===== config.mk =====
export PLATFORM = sky130hd
export DESIGN_NAME = ysyx_24110015_mem_arbiter
export DESIGN_NICKNAME = d
export VERILOG_FILES = /design/src/rtl/ysyx_24110015_mem_arbiter_pkg.sv /design/src/rtl/ysyx_24110015_mem_arbiter_arb2.sv /design/src/rtl/ysyx_24110015_mem_arbiter.sv
export SDC_FILE = /design/constraint.sdc
export NUM_CORES = 1
export LEC_CHECK = 0
export ABC_CLOCK_PERIOD_IN_PS = 3900
export CAP_MARGIN = 20
export CORE_AREA = 3 3 108 110
export CTS_CLUSTER_DIAMETER = 120
export CTS_CLUSTER_SIZE = 16
export DETAILED_ROUTE_END_ITERATION = 8
export DIE_AREA = 0 0 111 113
export GPL_ROUTABILITY_DRIVEN = 0
export PLACE_DENSITY = 0.79
export SLEW_MARGIN = 25
export SYNTH_ARGS = -nofsm -noshare
export SYNTH_HDL_FRONTEND = slang
export SYNTH_SLANG_ARGS = --single-unit

===== constraint.sdc =====
create_clock -name clk -period 3.9 [get_ports clk]
set_input_delay 0.975 -clock clk [delete_from_list [all_inputs] [get_ports clk]]
set_output_delay 0.975 -clock clk [all_outputs]
set_load 0.02 [all_outputs]

===== src/rtl/ysyx_24110015_mem_arbiter_pkg.sv =====
// Shared types and encodings for the IFU/LSU memory-port arbiter.
package ysyx_24110015_mem_arbiter_pkg;

    localparam int ADDR_W_DEF = 32;
    localparam int DATA_W_DEF = 32;

    typedef enum logic [1:0] {
        ST_IDLE = 2'd0,
        ST_REQ  = 2'd1,
        ST_RESP = 2'd2
    } arb_state_e;

    localparam logic OWNER_IFU = 1'b0;
    localparam logic OWNER_LSU = 1'b1;

    // Convert a one-hot grant (bit 0 = IFU, bit 1 = LSU) into an owner code.
    function automatic logic grant_owner(input logic [1:0] grant);
        return grant[1] ? OWNER_LSU : OWNER_IFU;
    endfunction

endpackage


===== src/rtl/ysyx_24110015_mem_arbiter_arb2.sv =====
// Two-way combinational picker: fixed LSU priority or alternate-on-tie.
module ysyx_24110015_arb2
    import ysyx_24110015_mem_arbiter_pkg::*;
(
    input  logic [1:0] req,
    input  logic       last,
    input  logic       prio_mode,
    output logic [1:0] grant
);

    // Choose one requester; bit 0 = IFU, bit 1 = LSU
    always_comb begin
        grant = 2'b00;
        case (req)
            2'b01: grant = 2'b01;
            2'b10: grant = 2'b10;
            2'b11: begin
                if (prio_mode) begin
                    grant = 2'b10;
                end else if (last == OWNER_LSU) begin
                    grant = 2'b01;
                end else begin
                    grant = 2'b10;
                end
            end
            default: grant = 2'b00;
        endcase
    end

endmodule


===== src/rtl/ysyx_24110015_mem_arbiter.sv =====
// Shares one memory port between IFU fetches and LSU loads/stores,
// one transaction in flight, request fields registered at acceptance.
module ysyx_24110015_mem_arbiter
    import ysyx_24110015_mem_arbiter_pkg::*;
#(
    parameter int ADDR_W   = ADDR_W_DEF,
    parameter int DATA_W   = DATA_W_DEF,
    parameter bit LSU_PRIO = 1'b1
) (
    input  logic                clk,
    input  logic                rst,
    input  logic                ifu_req_valid,
    output logic                ifu_req_ready,
    input  logic [ADDR_W-1:0]   ifu_req_addr,
    output logic                ifu_resp_valid,
    input  logic                ifu_resp_ready,
    output logic [DATA_W-1:0]   ifu_resp_rdata,
    input  logic                lsu_req_valid,
    output logic                lsu_req_ready,
    input  logic [ADDR_W-1:0]   lsu_req_addr,
    input  logic                lsu_req_wen,
    input  logic [DATA_W-1:0]   lsu_req_wdata,
    input  logic [DATA_W/8-1:0] lsu_req_wmask,
    output logic                lsu_resp_valid,
    input  logic                lsu_resp_ready,
    output logic [DATA_W-1:0]   lsu_resp_rdata,
    output logic                mem_req_valid,
    input  logic                mem_req_ready,
    output logic [ADDR_W-1:0]   mem_req_addr,
    output logic                mem_req_wen,
    output logic [DATA_W-1:0]   mem_req_wdata,
    output logic [DATA_W/8-1:0] mem_req_wmask,
    input  logic                mem_resp_valid,
    output logic                mem_resp_ready,
    input  logic [DATA_W-1:0]   mem_resp_rdata
);

    localparam int MASK_W = DATA_W / 8;

    arb_state_e        state_r;
    arb_state_e        state_next_s;
    logic              owner_r;
    logic              last_r;
    logic [ADDR_W-1:0] addr_r;
    logic              wen_r;
    logic [DATA_W-1:0] wdata_r;
    logic [MASK_W-1:0] wmask_r;
    logic [1:0]        grant_s;
    logic              accept_s;
    logic              resp_hs_s;
    logic              owner_resp_ready_s;

    ysyx_24110015_arb2 u_arb2 (
        .req       ({lsu_req_valid, ifu_req_valid}),
        .last      (last_r),
        .prio_mode (LSU_PRIO),
        .grant     (grant_s)
    );

    // Next-state decode plus accept / response-handshake qualifiers
    always_comb begin
        state_next_s       = state_r;
        accept_s           = 1'b0;
        resp_hs_s          = 1'b0;
        owner_resp_ready_s = (owner_r == OWNER_LSU) ? lsu_resp_ready : ifu_resp_ready;
        case (state_r)
            ST_IDLE: begin
                if (grant_s != 2'b00) begin
                    accept_s     = 1'b1;
                    state_next_s = ST_REQ;
                end else begin
                    state_next_s = ST_IDLE;
                end
            end
            ST_REQ: begin
                if (mem_req_ready) begin
                    state_next_s = ST_RESP;
                end else begin
                    state_next_s = ST_REQ;
                end
            end
            ST_RESP: begin
                if (mem_resp_valid && owner_resp_ready_s) begin
                    resp_hs_s    = 1'b1;
                    state_next_s = ST_IDLE;
                end else begin
                    state_next_s = ST_RESP;
                end
            end
            default: state_next_s = ST_IDLE;
        endcase
    end

    // Master-facing handshakes; forced low while reset is asserted
    always_comb begin
        ifu_req_ready  = 1'b0;
        lsu_req_ready  = 1'b0;
        ifu_resp_valid = 1'b0;
        ifu_resp_rdata = {DATA_W{1'b0}};
        lsu_resp_valid = 1'b0;
        lsu_resp_rdata = {DATA_W{1'b0}};
        mem_resp_ready = 1'b0;
        if (rst && (state_r == ST_IDLE)) begin
            ifu_req_ready = grant_s[0];
            lsu_req_ready = grant_s[1];
        end else if (rst && (state_r == ST_RESP)) begin
            mem_resp_ready = owner_resp_ready_s;
            if (owner_r == OWNER_LSU) begin
                lsu_resp_valid = mem_resp_valid;
                lsu_resp_rdata = mem_resp_rdata;
            end else begin
                ifu_resp_valid = mem_resp_valid;
                ifu_resp_rdata = mem_resp_rdata;
            end
        end else begin
            mem_resp_ready = 1'b0;
        end
    end

    // State, ownership history and latched request fields
    always_ff @(posedge clk or negedge rst) begin
        if (!rst) begin
            state_r <= ST_IDLE;
            owner_r <= OWNER_IFU;
            last_r  <= OWNER_IFU;
            addr_r  <= {ADDR_W{1'b0}};
            wen_r   <= 1'b0;
            wdata_r <= {DATA_W{1'b0}};
            wmask_r <= {MASK_W{1'b0}};
        end else begin
            state_r <= state_next_s;
            if (accept_s) begin
                owner_r <= grant_owner(grant_s);
                if (grant_s[1]) begin
                    addr_r  <= lsu_req_addr;
                    wen_r   <= lsu_req_wen;
                    wdata_r <= lsu_req_wdata;
                    wmask_r <= lsu_req_wmask;
                end else begin
                    addr_r  <= ifu_req_addr;
                    wen_r   <= 1'b0;
                    wdata_r <= {DATA_W{1'b0}};
                    wmask_r <= {MASK_W{1'b0}};
                end
            end
            if (resp_hs_s) begin
                last_r <= owner_r;
            end
        end
    end

    assign mem_req_valid = (state_r == ST_REQ);
    assign mem_req_addr  = addr_r;
    assign mem_req_wen   = wen_r;
    assign mem_req_wdata = wdata_r;
    assign mem_req_wmask = wmask_r;

endmodule


== Word level (Yosys, flattened, before mapping) ==
Index checks and enable logic that the tools add are counted.

* Register bits after elaboration: 72
* Input port bits: 141
* Output and inout port bits: 139
* Logic and storage cells: 46

* Equality and inequality tests: 5
* Muxes and demuxes: 29
* Reduce and logical (&&, ||, !) cells: 6

{| class="wikitable"
|+ Operator list
! kind !! number
|-
| $mux 32 || 8
|-
| $mux 1 || 16
|-
| $eq 2x2->1 const B || 3
|-
| $pmux 2 s3 || 1
|-
| $eq 2x1->1 const B || 2
|-
| $mux 2 || 2
|-
| $mux 4 || 1
|-
| $pmux 2 s2 || 1
|-
| $logic_and 1x1->1 || 3
|-
| $logic_not 2->1 || 1
|-
| $reduce_bool 2->1 || 1
|-
| $reduce_or 2->1 || 1
|}

== Longest topological paths before layout ==
* Depth after elaboration: 6
* Depth in mapped cells: 5
* Gate-level depth less buffers: 3

== Cells and area by module ==
From an unflattened synthesis, not the netlist that was laid out.

* Cell total of the unflattened synthesis: 287
* Area total of the unflattened synthesis: 3,611.0 um2

{| class="wikitable"
|+ By module, submodules not included
! module !! instances !! cells an instance !! area an instance (um2) !! sequential area each (um2)
|-
| ysyx_24110015_mem_arbiter || 1 || 283 || 3,580.9 || 1,826.8
|-
| ysyx_24110015_arb2 || 1 || 4 || 30.0 || 0.0
|}

== Worst setup path after synthesis ==
Ideal clock, no wire load.

* Kind: input-to-output
* Start point: input port lsu_req_valid
* End point: output port ifu_req_ready
* Arrival time: 1.777 ns
* Data required time: 2.925 ns
* Path slack: 1.148 ns
* Cell stages on the path: 3
* Buffers on the path: 2
* Cell sequence: buf_6 -> buf_6 -> nor3b_1

* Word-level cells in the longest chain between the ends: 4
* Elaborated cells between the ends (all ways): 6
* Those cells by class: eq/ne: 3; mux: 2; reduce/logical: 1

{| class="wikitable"
|+ RTL lines
! element !! line !! source
|-
| from (decl) || ysyx_24110015_mem_arbiter.sv:18 || <nowiki>input logic lsu_req_valid,</nowiki>
|-
| $eq 2x2->1 (on tied branches) || -- ||
|-
| $reduce_or 2->1 (no source line) || -- ||
|-
| $pmux 2 s2 (*) || ysyx_24110015_mem_arbiter_arb2.sv:14 || <nowiki>case (req)</nowiki>
|-
| $mux 1 (*) || ysyx_24110015_mem_arbiter.sv:103 || <nowiki>if (rst && (state_r == ST_IDLE)) begin</nowiki>
|-
| to (decl) || ysyx_24110015_mem_arbiter.sv:13 || <nowiki>output logic ifu_req_ready,</nowiki>
|}

Every way passes the cells marked *; elsewhere a longest branch is shown, timed or not.

== Worst setup path in the final report ==
* Start point: input port ifu_req_valid
* End point: output port ifu_req_ready

* Word-level cells in the longest chain between the ends: 4
* Elaborated cells between the ends (all ways): 6
* Those cells by class: eq/ne: 3; mux: 2; reduce/logical: 1

{| class="wikitable"
|+ RTL lines
! element !! line !! source
|-
| from (decl) || ysyx_24110015_mem_arbiter.sv:12 || <nowiki>input logic ifu_req_valid,</nowiki>
|-
| $eq 2x2->1 (on tied branches) || -- ||
|-
| $reduce_or 2->1 (no source line) || -- ||
|-
| $pmux 2 s2 (*) || ysyx_24110015_mem_arbiter_arb2.sv:14 ||
|-
| $mux 1 (*) || ysyx_24110015_mem_arbiter.sv:103 ||
|}

Marks and branches as above.

==> results.py <==
metrics = {
    "pwr": {
        "ir_drop_v": 0.000434,
        "p_per_area_nw_per_um2": 671,
        "leakage_nw": 2.71,
    },
    "cts": {
        "num_cts_buffers": 9,
        "cts.repair_timing.setup_buffer_count": 0,
        "cts_root_buf": "clkbuf_8",
        "ctsHoldBuffers": 0,
        "clk_latency_ps": 340,
        "clk_pin_slew_ps": 70,
        "cts.sinks": 72,
        "cts_buffer_depth": 2,
        "htree_levels": 3,
        "ctsResizeCount": 0,
        "cts_tree": "built",
    },
    "placement": {
        "place.port_buffers": 279,
        "pre_cts_ws_ps": 514,
        "dp.final_hpwl_mm": 9.38,
    },
    "worst_setup_path": {
        "crit_start_category": "input port",
        "critPathCaptureType": "primary output",
        "crit_path_max_fanout": 2,
        "critical_path_required_ps": 2920,
        "timing.setup.critical_path_class": "input port to primary output",
        "worstPathArrival_ps": 2420,
        "r2r_setup_slack_ps": 2080,
    },
    "layout": {
        "layout-area-overhead-vs-synth_pct": 85.6,
        "n_antenna_cell": 0,
        "fin_nets": 695,
        "share_of_final_layout_standard_cells_stronger_than_drive_strength_1_pct": 15.4,
    },
    "route": {
        "drt_pass1_iterations": 4,
        "wl_per_cell_um": 17.1,
        "vias_post_dr": 3277,
        "antenna_violating_nets_post_route": 0,
        "routed_wirelength_mm": 11.9,
        "remaining_drc_errors": 0,
        "viasPerCell": 4.69,
        "first_iter_violations": 145,
    },
    "timing": {
        "setup_repair_after_global_routing_missed_its_margin": "false",
        "report.final.hold_viol_count": 0,
        "setup_total_negative_slack_ps": 0,
        "max_fclk_ghz": 0.295,
        "layout_min_cycle_time_ps": 3400,
        "relSlewSlack_pct": 40.3,
        "drv_slew": 0,
        "setup_violations": 0,
        "timing_worst_slew_pin_value_ps": 895,
        "post-route-worst-setup-slack_ps": 505,
        "final_min_period_over_clock_period_pct": 87.1,
        "skew_ps": 7.13,
    },
    "logic_synthesis": {
        "ys_ff_latch": 72,
        "synth.cell_area_um2": 3550,
        "avgSynthCellArea_um2": 12.7,
        "mappedNetlistNets": 421,
        "unique_masters_post_synth": 25,
        "ys_seq_area_share_pct": 50.7,
        "synth_cells": 280,
        "synth-warning-count": 0,
    },
    "floorplan": {
        "floorplan.rows": 38,
        "dieHeight_um": 113,
        "die-width_um": 111,
        "design.die.area_um2": 12500,
        "ios": 280,
        "design.core.area_um2": 10800,
        "initial_utilization_pct": 32.9,
    },
    "run": {
        "timing.max_cap.violations": 0,
    },
    "global_route": {
        "grt_pass1_wl_mm": 18.5,
        "grt_pass1_vias": 3444,
        "antenna_violations_before_repair": 1,
        "grt_start_max_net_pins": 73,
        "grt_overflow": 0,
        "globalRouteTotalUtil_pct": 18.7,
    },
    "status": {
        "status": "finished clean",
    },
    "min_path": {
        "hold_path.class": "register to register",
    },
}
## flip-flops by register name (all words and copies together) (netlist names)
signal and count:
mem_req_addr 32, mem_req_wdata 32, mem_req_wen 1, mem_req_wmask 4, owner_r 1, state_r 2
## placed cells by master, fill, tap and decap left out, types with 2 or more instances in the layout
master             n
clkdlybuf4s50_1  277
dfrtp_1           72
and2_1            66
mux2_2            59
a22o_1            37
clkbuf_8          10
buf_4              6
mux2_1             5
inv_1              2
nand2_1            2
a21oi_1            2
nor2_2             2
clkinv_2           2
## report_power, final
group | internal (W) | switching [W] | total, W | leakage [nW]
Clock | 0.000312 | 0.000272 | 0.000584 | 0.0993
Combinational | 0.00131 | 0.00118 | 0.00248 | 1.72
Sequential | 0.00113 | 0.000218 | 0.00135 | 0.885
Total | 0.00275 | 0.00167 | 0.00442 | 2.71
## layer usage
layer | wire, µm | vias up | track usage [%] | share of wire [%]
li1 | - | 1529 | - | -
met1 | 4450 | 1554 | 20.5 | 37
met2 | 6190 | 174 | 33.8 | 52
met3 | 1030 | 18 | 5.61 | 8.7
met4 | 251 | 2 | 7.47 | 2.1
met5 | 9 | - | 0 | 0.075
## kinds of logic (layout without fill, tap and decap cells)
family	after synthesis	in the layout	share of synthesized area, %
buffers and inverters	23	302	4.62
AOI/OAI and AO/OA	43	43	10.4
muxes	65	65	20.6
and+or+nand+nor	77	77	13.6
DFF	72	72	50.7
## synth_stat cells
master    number  area (µm²)
o21a_1         1        7.51
inv_1          2        7.51
buf_4          3        22.5
and2_4         1        8.76
clkbuf_2       6        30.0
a21oi_1        2        10.0
nand2b_1       1        6.26
buf_6          7        78.8
mux2_2        59         664
o21ai_0        1        5.00
a22o_1        37         324
nor2_2         2        12.5
dfrtp_1       72        1800
mux2i_1        1        10.0
and2_1        66         413
buf_2          5        25.0
nor2_4         1        11.3
nor2_1         1        3.75
nand3b_1       1        7.51
mux2_1         5        56.3
nor3b_1        1        7.51
and3_1         1        6.26
nand2_1        2        7.51
a21o_1         1        7.51
o21ai_4        1        16.3
## cell type report
class	count	area [µm²]
clock buffers	11	141
clock inverters	5	56.3
fillers	903	4200
inverters	2	7.51
multi-input cells	185	1590
flip-flops and latches	72	1800
well taps	140	175
repair buffers	284	2820
## path summary, 6_finish.rpt
check                                   end       startpoint  cells past startpoint
max                           ifu_req_ready    ifu_req_valid                      4
min                         mem_req_addr[1]  mem_req_addr[1]                      1
max reg2reg                mem_req_addr[12]       state_r[1]                      4
min reg2reg                 mem_req_addr[1]  mem_req_addr[1]                      1
max in group asynchronous   mem_req_addr[3]              rst                      2
min in group asynchronous  mem_req_addr[30]              rst                      2
## critical path: stages
cell             delay [ps]
clkdlybuf4s50_1         530
nand2_1                 100
nor3b_1                 180
clkdlybuf4s50_1         630
## through the flow
step | hold slack [ps] | util (%) | total power, W | std cells | cell area [µm²]
global placement | 473 | 59.2 | 0.00382 | 683 | 6390
finish | 492 | 61.1 | 0.00442 | 699 | 6590
floorplan | 532 | - | 0.00266 | 280 | 3550
global route | 519 | 61.1 | 0.00466 | 699 | 6590
CTS | 497 | 61.1 | 0.00448 | 699 | 6590
detailed placement | 481 | 59.2 | 0.00387 | 683 | 6390
Power figures use the tool's default switching activity.
